<file path="config.mk">
export PLATFORM = sky130hd
export DESIGN_NAME = clk_rate_scheduler
export DESIGN_NICKNAME = d
export VERILOG_FILES = /design/src/rtl/clk_rate_pkg.sv /design/src/rtl/clk_rate_scheduler.sv
export SDC_FILE = /design/constraint.sdc
export NUM_CORES = 1
export LEC_CHECK = 0
export CORE_UTILIZATION = 50
export DETAILED_ROUTE_END_ITERATION = 8
export MAX_ROUTING_LAYER = met4
export PLACE_DENSITY = 0.79
export SLEW_MARGIN = 20
export SYNTH_ARGS = -nofsm -noshare
export SYNTH_HDL_FRONTEND = slang
export SYNTH_SLANG_ARGS = --single-unit
</file>
<file path="constraint.sdc">
create_clock -name clk125 -period 8.7 [get_ports clk125]
set_clock_uncertainty 0.2 [all_clocks]
set_input_delay 1.74 -clock clk125 [delete_from_list [all_inputs] [get_ports clk125]]
set_output_delay 1.74 -clock clk125 [all_outputs]
set_load 0.005 [all_outputs]
</file>
<file path="src/rtl/clk_rate_pkg.sv">
// clk_rate_pkg: shared constants and state encoding for the clock rate scheduler
package clk_rate_pkg;

    typedef enum logic [2:0] {
        IDLE    = 3'd0,
        CLEAR   = 3'd1,
        GATE    = 3'd2,
        SETTLE  = 3'd3,
        CAPTURE = 3'd4,
        NEXT    = 3'd5
    } state_t;

    localparam int DEFAULT_GATE_CYCLES = 1250000;
    localparam int HZ_PER_LSB          = 100;

    function automatic int max3(input int a, input int b, input int c);
        int m;
        m = (a > b) ? a : b;
        return (m > c) ? m : c;
    endfunction

endpackage

</file>
<file path="src/rtl/clk_rate_scheduler.sv">
// clk_rate_scheduler: sequences clear/gate/capture over NCH rate counters and keeps a result file
module clk_rate_scheduler
    import clk_rate_pkg::*;
#(
    parameter int NCH           = 8,
    parameter int CW            = 24,
    parameter int GATE_CYCLES   = DEFAULT_GATE_CYCLES,
    parameter int CLEAR_CYCLES  = 8,
    parameter int SETTLE_CYCLES = 8,
    localparam int CHW          = $clog2(NCH),
    localparam int TW           = $clog2(max3(GATE_CYCLES, CLEAR_CYCLES, SETTLE_CYCLES)) + 1
) (
    input  logic              clk125,
    input  logic              reset_n,
    input  logic              enable,
    input  logic              clear_results,
    input  logic [CW-1:0]     rate_lo,
    input  logic [CW-1:0]     rate_hi,
    input  logic [NCH*CW-1:0] meas_count,
    output logic [NCH-1:0]    meas_clear,
    output logic [NCH-1:0]    meas_gate,
    output logic [CHW-1:0]    cur_ch,
    output logic              sweep_done,
    input  logic [CHW-1:0]    rd_sel,
    output logic [CW-1:0]     rd_rate,
    output logic              rd_valid,
    output logic              rd_err
);

    state_t         state;
    logic [TW-1:0]  timer;
    logic [CHW-1:0] ch;
    logic [CHW-1:0] next_ch;
    logic           last_ch;
    logic [NCH-1:0] ch_bit;
    logic [NCH-1:0] next_bit;
    logic [CW-1:0]  cap;
    logic           cap_err;
    logic           rd_ok;
    logic [CW-1:0]  rate [NCH];
    logic [NCH-1:0] valid;
    logic [NCH-1:0] err;

    assign cur_ch   = ch;
    assign last_ch  = ch == CHW'(NCH - 1);
    assign next_ch  = last_ch ? '0 : ch + 1'b1;
    assign ch_bit   = NCH'(1) << ch;
    assign next_bit = NCH'(1) << next_ch;
    assign cap      = meas_count[int'(ch)*CW +: CW];
    assign cap_err  = (cap < rate_lo) || (cap > rate_hi);

    // measurement sequencer: one channel at a time, window lengths set by a down-counting timer
    always_ff @(posedge clk125 or negedge reset_n)
        if (!reset_n) begin
            state      <= IDLE;
            timer      <= '0;
            ch         <= '0;
            meas_clear <= '0;
            meas_gate  <= '0;
            sweep_done <= 1'b0;
        end else if (!enable) begin
            state      <= IDLE;
            timer      <= '0;
            ch         <= '0;
            meas_clear <= '0;
            meas_gate  <= '0;
            sweep_done <= 1'b0;
        end else begin
            meas_clear <= '0;
            meas_gate  <= '0;
            sweep_done <= 1'b0;
            timer      <= timer - 1'b1;
            case (state)
                IDLE: begin
                    state      <= CLEAR;
                    timer      <= TW'(CLEAR_CYCLES - 1);
                    meas_clear <= ch_bit;
                end
                CLEAR:
                    if (timer == '0) begin
                        state     <= GATE;
                        timer     <= TW'(GATE_CYCLES - 1);
                        meas_gate <= ch_bit;
                    end else
                        meas_clear <= ch_bit;
                GATE:
                    if (timer == '0) begin
                        state <= SETTLE;
                        timer <= TW'(SETTLE_CYCLES - 1);
                    end else
                        meas_gate <= ch_bit;
                SETTLE:
                    if (timer == '0)
                        state <= CAPTURE;
                CAPTURE: begin
                    state      <= NEXT;
                    sweep_done <= last_ch;
                end
                NEXT: begin
                    state      <= CLEAR;
                    ch         <= next_ch;
                    timer      <= TW'(CLEAR_CYCLES - 1);
                    meas_clear <= next_bit;
                end
                default: state <= IDLE;
            endcase
        end

    // result file: bulk clear of flags, with a same-cycle capture taking priority for its channel
    always_ff @(posedge clk125 or negedge reset_n)
        if (!reset_n) begin
            for (int i = 0; i < NCH; i++)
                rate[i] <= '0;
            valid <= '0;
            err   <= '0;
        end else begin
            if (clear_results) begin
                valid <= '0;
                err   <= '0;
            end
            if (enable && state == CAPTURE) begin
                rate[ch]  <= cap;
                valid[ch] <= 1'b1;
                err[ch]   <= cap_err;
            end
        end

    assign rd_ok    = int'(rd_sel) < NCH;
    assign rd_rate  = rd_ok ? rate[rd_sel] : '0;
    assign rd_valid = rd_ok && valid[rd_sel];
    assign rd_err   = rd_ok && err[rd_sel];

endmodule

</file>
==> impl_summary.txt, run 1 <==
----------------------------------------------------
[Status]
  Run status ... complete, no violations

[Floorplanning]
  Starting utilization of the core area ... 50.9%
  Chip height ... 168 µm
  Die area ... 0.0281 mm²
  Floorplan row count ... 60
  Num ports ... 293
  Core region area ... 0.0270 mm²
  Width of the die ... 168 µm

[Clock network]
  # hold bufs at CTS ... 0
  Maximum buffer depth of the clock tree ... 3
  Clock root buffer ... clkbuf_16
  Number of gates resized after CTS ... 0
  Clock buffers created by TritonCTS ... 27
  Number of post-CTS setup repair buffers ... 0
  Clock net sink count ... 253
  Max H-tree Level ... 1
  Skew-Pair Late Insertion Delay ... 0.53 ns
  Clock transition time at the flip-flop clock pins of the worst setup and hold paths ... 0.06 ns
  Clock tree from TritonCTS ... done

[Drt]
  Detailed-route DRC error count ... 0
  Routed vias/inst ... 5.91
  Post-route antenna net violation count ... 0
  Routed wire length per instance ... 21.8 µm
  Total wire length after detailed routing ... 42800 µm
  DRT iter0 DRCs ... 960
  First-pass iteration count of the detailed router ... 5
  DR vias ... 11600

[Yosys]
  Synth top area share ... 46.2%
  Ranking of synthesized cells by area ... dfrtp_1 (46%), mux4_2 (12%), o21ai_0 (6.5%), ha_1 (4.9%), nand2_1 (4.9%)
  Synth warn ... 0
  Most common library cells after synthesis ... dfrtp_1 (253), nand2_1 (179), o21ai_0 (177)
  Number of nets in the synthesized netlist ... 1644
  Syn avg cell area ... 10.2 µm²
  Synthesized instance count ... 1343
  Post-synth EDFFs ... 0
  Ys async rst share ... 100%
  Post-synthesis cell type count ... 52
  Library cell with the highest instance count after synthesis ... dfrtp_1
  Cell type with the highest aggregate area in the netlist ... dfrtp_1
  Netlist Area Pre-Place ... 0.0137 mm²
  Top FF cell, synth ... dfrtp_1
  Number of storage elements in the synthesis netlist ... 253
  Sequential share of the synthesized area ... 46.2%

[Worst setup path]
  Startpoint kind of the worst setup timing path ... primary input
  Highest net fanout along the worst path ... 52
  Sequence of cells on the critical path ... buf_6, mux4_2, mux2_2, clkdlybuf4s50_1
  Critical path type ... in -> out
  Beginning of the worst register-to-register path ... cur_ch[2]
  Crit. End Element ... primary output
  WP buf/inv ... 2
  Req. time, crit path ... 6.76 ns
  Worst path top cell family by delay ... buffers and inverters
  Setup crit start ... rd_sel[0]
  Slowest CP cell ... mux4_2
  Max stage delay on crit path ... 0.60 ns
  Data arrival at the endpoint of the critical path ... 3.73 ns

[Power]
  Power share of the combinational group ... 20.5%
  Power share of the clock group ... 38.4%
  Internal power ... 2.32 mW
  Switching share of power ... 27.4%
  Switching component of the power ... 872 µW
  Cell Pwr Density ... 178 mW/mm²
  Leakage ... 7.95 nW
  Maximum ir drop on the vdd rail ... 0.159 mV
  Proportion of power drawn by flip-flops and latches ... 41.1%
  Post-layout total power ... 3.19 mW

[Finish]
  Net count of the finished layout ... 1905
  Share of layout cells above drive strength 1 ... 12.6%
  Layout overhead on the synthesized area ... 30.4%

[Timing]
  Setup repair after global routing missed its margin ... no
  Final critical path time including I/O delays and setup ... 5.67 ns
  Fmax achieved ... 0.176 GHz
  Headroom to the max-slew limit ... 22.9%
  Hold violation total from the final report ... 0
  Accumulated negative setup slack ... 0 ns
  Ratio of final minimum period to clock period ... 65.2%
  Transition time at the pin with the least slew margin ... 1.13 ns
  Final Max Slew Viols ... 0
  Number of failing setup endpoints in the final timing report ... 0

[Flow run]
  Max cap viols ... 0

[Place]
  Number of buffers inserted by port buffering ... 292
  HPWL after DPL ... 30200 µm
  Placer congestion estimate ... 0.925

[GRT]
  Initial antenna violation count ... 2
  Combined global-route utilization of all metal layers ... 32.1%
  Maximum number of pins on one net before global-route repair ... 102
  Global-route wire length before repair ... 66800 µm
  Vias in the first global route ... 12000
  Grt total ovfl ... 0

[Min path]
  Worst hold path type ... reg -> reg
  Hold wc startpoint ... rate[66]

----------------------------------------------------
[tightest hold or removal path, stage by stage, from the launching register on]
cell and delay [ns]:
dfrtp_1 0.34, nand2_1 0.04, o21ai_0 0.06
[layer usage]
metal | vias to the layer above | global-route usage (%) | wire [µm]
met2 | 508 | 51.0 | 20900
met1 | 5709 | 40.1 | 16800
met4 | 0 | 16.2 | 2280
li1 | 5287 | - | -
met3 | 110 | 5.11 | 2870
met5 | - | - | 0
[final cells by class]
| type | count | area [µm²] |
|---|---|---|
| clock inverter | 13 | 190 |
| fill | 2089 | 9060 |
| sequential | 253 | 6330 |
| timing repair buffer | 316 | 3100 |
| clock buffer | 35 | 766 |
| tap | 341 | 427 |
| antenna | 2 | 5.00 |
| inverter | 91 | 342 |
| multi-input combinational | 915 | 6730 |
[power by group through the flow]
stage | logic (mW) | clock network, mW | registers [mW]
2_1_floorplan | 0.406 | 0 | 1.31
6_report | 0.653 | 1.22 | 1.31
4_1_cts | 0.653 | 1.24 | 1.31
3_3_place_gp | 0.631 | 0 | 1.32
5_1_grt | 0.722 | 1.29 | 1.32
3_5_place_dp | 0.646 | 0 | 1.33
[layout by cell type, fill, tap and decap left out, types with 6 or more instances in the layout]
| cell | Yosys | layout |
|---|---|---|
| buf_4 | 0 | 23 |
| mux2_2 | 44 | 44 |
| nand3_1 | 9 | 9 |
| nor2_1 | 116 | 116 |
| mux2i_1 | 23 | 22 |
| dfrtp_1 | 253 | 251 |
| a221oi_1 | 21 | 21 |
| clkdlybuf4s50_1 | 0 | 288 |
| clkbuf_16 | 0 | 27 |
| a21oi_1 | 90 | 90 |
| ha_1 | 54 | 54 |
| nand3b_1 | 9 | 9 |
| nand4_1 | 10 | 10 |
| clkbuf_8 | 0 | 6 |
| nand2_1 | 179 | 179 |
| inv_1 | 90 | 90 |
| o21ai_0 | 177 | 177 |
| nor3_1 | 11 | 11 |
| xnor2_1 | 15 | 15 |
| mux4_2 | 74 | 74 |
| a22oi_1 | 6 | 6 |
[worst paths after layout]
path                          endpoint  slack [ns]  cells after the start
setup / recovery           rd_rate[16]        3.03                      4
hold / removal                rate[66]        0.27                      2
setup reg to reg                err[7]        3.50                     10
hold reg to reg               rate[66]        0.27                      2
max in group asynchronous     rate[92]        5.72                      2
min in group asynchronous     rate[84]        1.03                      1
[registers in the layout, summed over array words and instances, names as in the netlist]
| signal | count |
|---|---|
| rate | 192 |
| timer | 22 |
| err | 8 |
| meas_clear | 8 |
| meas_gate | 8 |
| valid | 8 |
| cur_ch | 3 |
| state | 3 |
| sweep_done | 1 |
[cells by family (layout without fill, tap and decap cells)]
kind of cell	after synthesis	after routing	synth area share, %
AOI/OAI and AO/OA	324	324	13.2
xor gates and xnor gates	20	20	1.28
adders and majority gates	54	54	4.93
buffers and inverters	175	455	4.88
DFF	253	253	46.2
muxes	141	141	17.4
other	0	2	0
and+or+nand+nor	376	376	12.1
[metrics by stage]
step | utilization, % | setup slack (ns) | instance area [µm²] | hold WS, ns | std cells
2_1_floorplan | - | 3.39 | 13700 | 0.245 | 1343
3_5_place_dp | 62.8 | 2.77 | 16900 | 0.265 | 1916
4_1_cts | 66.3 | 2.76 | 17900 | 0.279 | 1964
5_1_grt | 66.4 | 2.88 | 17900 | 0.293 | 1966
6_report | 66.4 | 3.03 | 17900 | 0.275 | 1966
3_3_place_gp | 62.7 | 2.70 | 16900 | 0.256 | 1915
Note: power is estimated with default switching activity, not from simulation.
==> run 2, diff against run 1 <==
CORE_UTILIZATION = 47   (was 50)
PLACE_DENSITY = 0.78   (was 0.79)
clock period = 5 ns   (was 8.7 ns; I/O delays follow)
==> impl_summary.txt, run 2 (synthesized netlist as in run 1, its figures left out) <==
----------------------------------------------------
[Min path]
  Worst hold path type ... reg -> reg (unchanged)
  Hold wc startpoint ... rate[124] (was rate[66])

[GRT]
  Grt total ovfl ... 0 (unchanged)
  Initial antenna violation count ... 2 (unchanged)
  Maximum number of pins on one net before global-route repair ... 134 (was 102)
  Vias in the first global route ... 12000 (about the same)
  Combined global-route utilization of all metal layers ... 29.7% (was 32.1%)
  Global-route wire length before repair ... 66400 µm (was 66800 µm)

[Finish]
  Commonest cells after routing, fill and taps aside ... clkdlybuf4s50_1 (289), dfrtp_1 (251), nand2_1 (179) (was clkdlybuf4s50_1 (288), dfrtp_1 (251), nand2_1 (179))
  Layout overhead on the synthesized area ... 31.6% (was 30.4%)
  Most common cell after layout, fill and taps aside ... clkdlybuf4s50_1 (unchanged)
  Fillcell total ... 2318 (was 2089)
  Largest registers ... rate x192, timer x22 (unchanged)
  Share of layout cells above drive strength 1 ... 13.3% (was 12.6%)
  Max FFs per register ... 192 (unchanged)
  Net count of the finished layout ... 1923 (was 1905)
  Final non-filler cell area ... 0.0181 mm² (was 0.0179 mm²)
  Biggest register ... rate (unchanged)

[Worst setup path]
  Most frequent cell on the critical path ... o21ai_0
  Slowest CP cell ... dfrtp_2 (was mux4_2)
  Critical path type ... reg -> reg (was in -> out)
  Max stage delay on crit path ... 0.68 ns (was 0.60 ns)
  Beginning of the worst register-to-register path ... cur_ch[1] (was cur_ch[2])
  Data arrival at the endpoint of the critical path ... 4.76 ns (was 3.73 ns)
  Startpoint kind of the worst setup timing path ... flip-flop (was primary input)
  Req. time, crit path ... 5.18 ns (was 6.76 ns)
  Sequence of cells on the critical path ... clkinv_1, buf_4, nor2_1, a22oi_1, o22a_1, inv_1, ha_1, nand4_1, nor4_1, o21ai_0, a32oi_1, o21ai_0 (was buf_6, mux4_2, mux2_2, clkdlybuf4s50_1)
  Crit. End Element ... flip-flop (was primary output)
  Highest net fanout along the worst path ... 21 (was 52)
  Setup crit start ... cur_ch[1] (was rd_sel[0])

[Clock network]
  Clock root buffer ... clkbuf_16 (unchanged)
  Clock transition time at the flip-flop clock pins of the worst setup and hold paths ... 0.07 ns (was 0.06 ns)
  Number of post-CTS setup repair buffers ... 0 (unchanged)
  Clock net sink count ... 253 (unchanged)
  Maximum buffer depth of the clock tree ... 3 (unchanged)
  Clock buffers created by TritonCTS ... 25 (was 27)
  Clock tree from TritonCTS ... done (unchanged)
  # hold bufs at CTS ... 0 (unchanged)
  Skew-Pair Late Insertion Delay ... 0.53 ns (about the same)
  Number of gates resized after CTS ... 0 (unchanged)
  Max H-tree Level ... 1 (unchanged)

[Drt]
  Routed vias/inst ... 5.68 (was 5.91)
  Met1 layer wirelength in the final routing ... 16900 µm (was 16800 µm)
  Total wire length after detailed routing ... 42400 µm (was 42800 µm)
  Sum of met3 wire segment lengths after detailed routing ... 2640 µm (was 2870 µm)
  DRT iter0 DRCs ... 892 (was 960)
  Highest metal layer used by the detailed router ... met4 (unchanged)
  WL met2 ... 20600 µm (was 20900 µm)
  Routed wire length per instance ... 20.9 µm (was 21.8 µm)
  Detailed-route DRC error count ... 0 (unchanged)
  First-pass iteration count of the detailed router ... 5 (unchanged)
  DR vias ... 11500 (was 11600)
  Post-route antenna net violation count ... 0 (unchanged)

[Place]
  Post-Place Setup Slack ... 0.230 ns (was 2.77 ns)
  Number of buffers inserted by port buffering ... 292 (unchanged)
  HPWL after DPL ... 30800 µm (was 30200 µm)
  Placer congestion estimate ... 0.954 (was 0.925)
  Post-detailed-placement cell area ... 0.0172 mm² (was 0.0169 mm²)

[Power]
  Power share of the clock group ... 36.3% (was 38.4%)
  Proportion of power drawn by flip-flops and latches ... 42.3% (was 41.1%)
  Maximum ir drop on the vdd rail ... 0.221 mV (was 0.159 mV)
  Switching share of power ... 28.1% (was 27.4%)
  Power share of the combinational group ... 21.4% (was 20.5%)
  Leakage ... 8.01 nW (was 7.95 nW)
  Cell Pwr Density ... 298 mW/mm² (was 178 mW/mm²)
  Post-layout total power ... 5.38 mW (was 3.19 mW)
  Internal power ... 3.87 mW (was 2.32 mW)
  Switching component of the power ... 1.51 mW (was 872 µW)

[Floorplanning]
  Chip height ... 173 µm (was 168 µm)
  Die area ... 0.0299 mm² (was 0.0281 mm²)
  Floorplan row count ... 62 (was 60)
  Width of the die ... 173 µm (was 168 µm)
  Core region area ... 0.0287 mm² (was 0.0270 mm²)
  Starting utilization of the core area ... 47.8% (was 50.9%)
  Num ports ... 293 (unchanged)

[Timing]
  Final critical path time including I/O delays and setup ... 4.58 ns
  Ratio of final minimum period to clock period ... 91.6%
  Final Worst Setup Slack ... 0.419 ns (was 3.03 ns)
  Hold violation total from the final report ... 0 (unchanged)
  Fmax achieved ... 0.218 GHz
  Number of failing setup endpoints in the final timing report ... 0 (unchanged)
  Transition time at the pin with the least slew margin ... 1.04 ns (was 1.13 ns)
  Headroom to the max-slew limit ... 30.6% (was 22.9%)
  Setup repair after global routing missed its margin ... no (unchanged)
  Final Max Slew Viols ... 0 (unchanged)
  Accumulated negative setup slack ... 0 ns (unchanged)

[Flow run]
  Max cap viols ... 0 (unchanged)

[Status]
  Run status ... complete, no violations (unchanged)

----------------------------------------------------
==> run 2: worst max-delay path, delay by kind of cell, from the launching register on <==
family | cells | cell delay (ns)
AND/OR/NAND/NOR | 3 | 1.11
AO/OA/AOI/OAI | 5 | 1.41
adder cells (fa/ha/maj) | 1 | 0.13
flip-flops | 1 | 0.68
buffers and inverters | 3 | 0.88
==> run 2: through the flow <==
step	util [%]	instances	hold WS [ns]
finish	62.9	2027	0.278
global route	62.9	2027	0.292
CTS	62.9	2025	0.281
detailed placement	59.9	1979	0.266
global placement	59.9	1979	0.256
floorplan	-	1343	0.245
==> run 2: power by group through the flow <==
stage	clock [mW]	combinational, mW	sequential (mW)
after global placement	0	1.12	2.30
after CTS	1.98	1.15	2.27
final	1.95	1.15	2.28
after floorplan	0	0.706	2.28
after global routing	2.06	1.26	2.29
after detailed placement	0	1.14	2.31
==> run 2: area by class of cell <==
class                           instances  area [µm²]  area share, %
Multi-Input combinational cell        915        6720           37.2
Clock buffer                           30         664           3.68
Clock inverter                         16         191           1.06
Tap cell                              384         480           2.66
Inverter                               91         342           1.89
Timing Repair Buffer                  336        3330           18.4
Sequential cell                       253        6330           35.1
Antenna cell                            2        5.00         0.0277
==> run 2: worst paths after layout <==
kind                             endpoint  slack (ns)  depth (start not counted)
worst max-delay path               err[0]        0.42                         12
worst min-delay path            rate[124]        0.28                          2
worst max register to register     err[0]        0.42                         12
worst min register to register  rate[124]        0.28                          2
max in group asynchronous       cur_ch[1]        3.12                          2
min in group asynchronous        rate[63]        0.37                          1
==> run 2: per-layer routing <==
metal | vias up | global-route usage, %
li1 | 5314 | -
met1 | 5597 | 36.9
met2 | 474 | 47.9
met3 | 120 | 4.31
met4 | 0 | 14.2
met5 | - | -
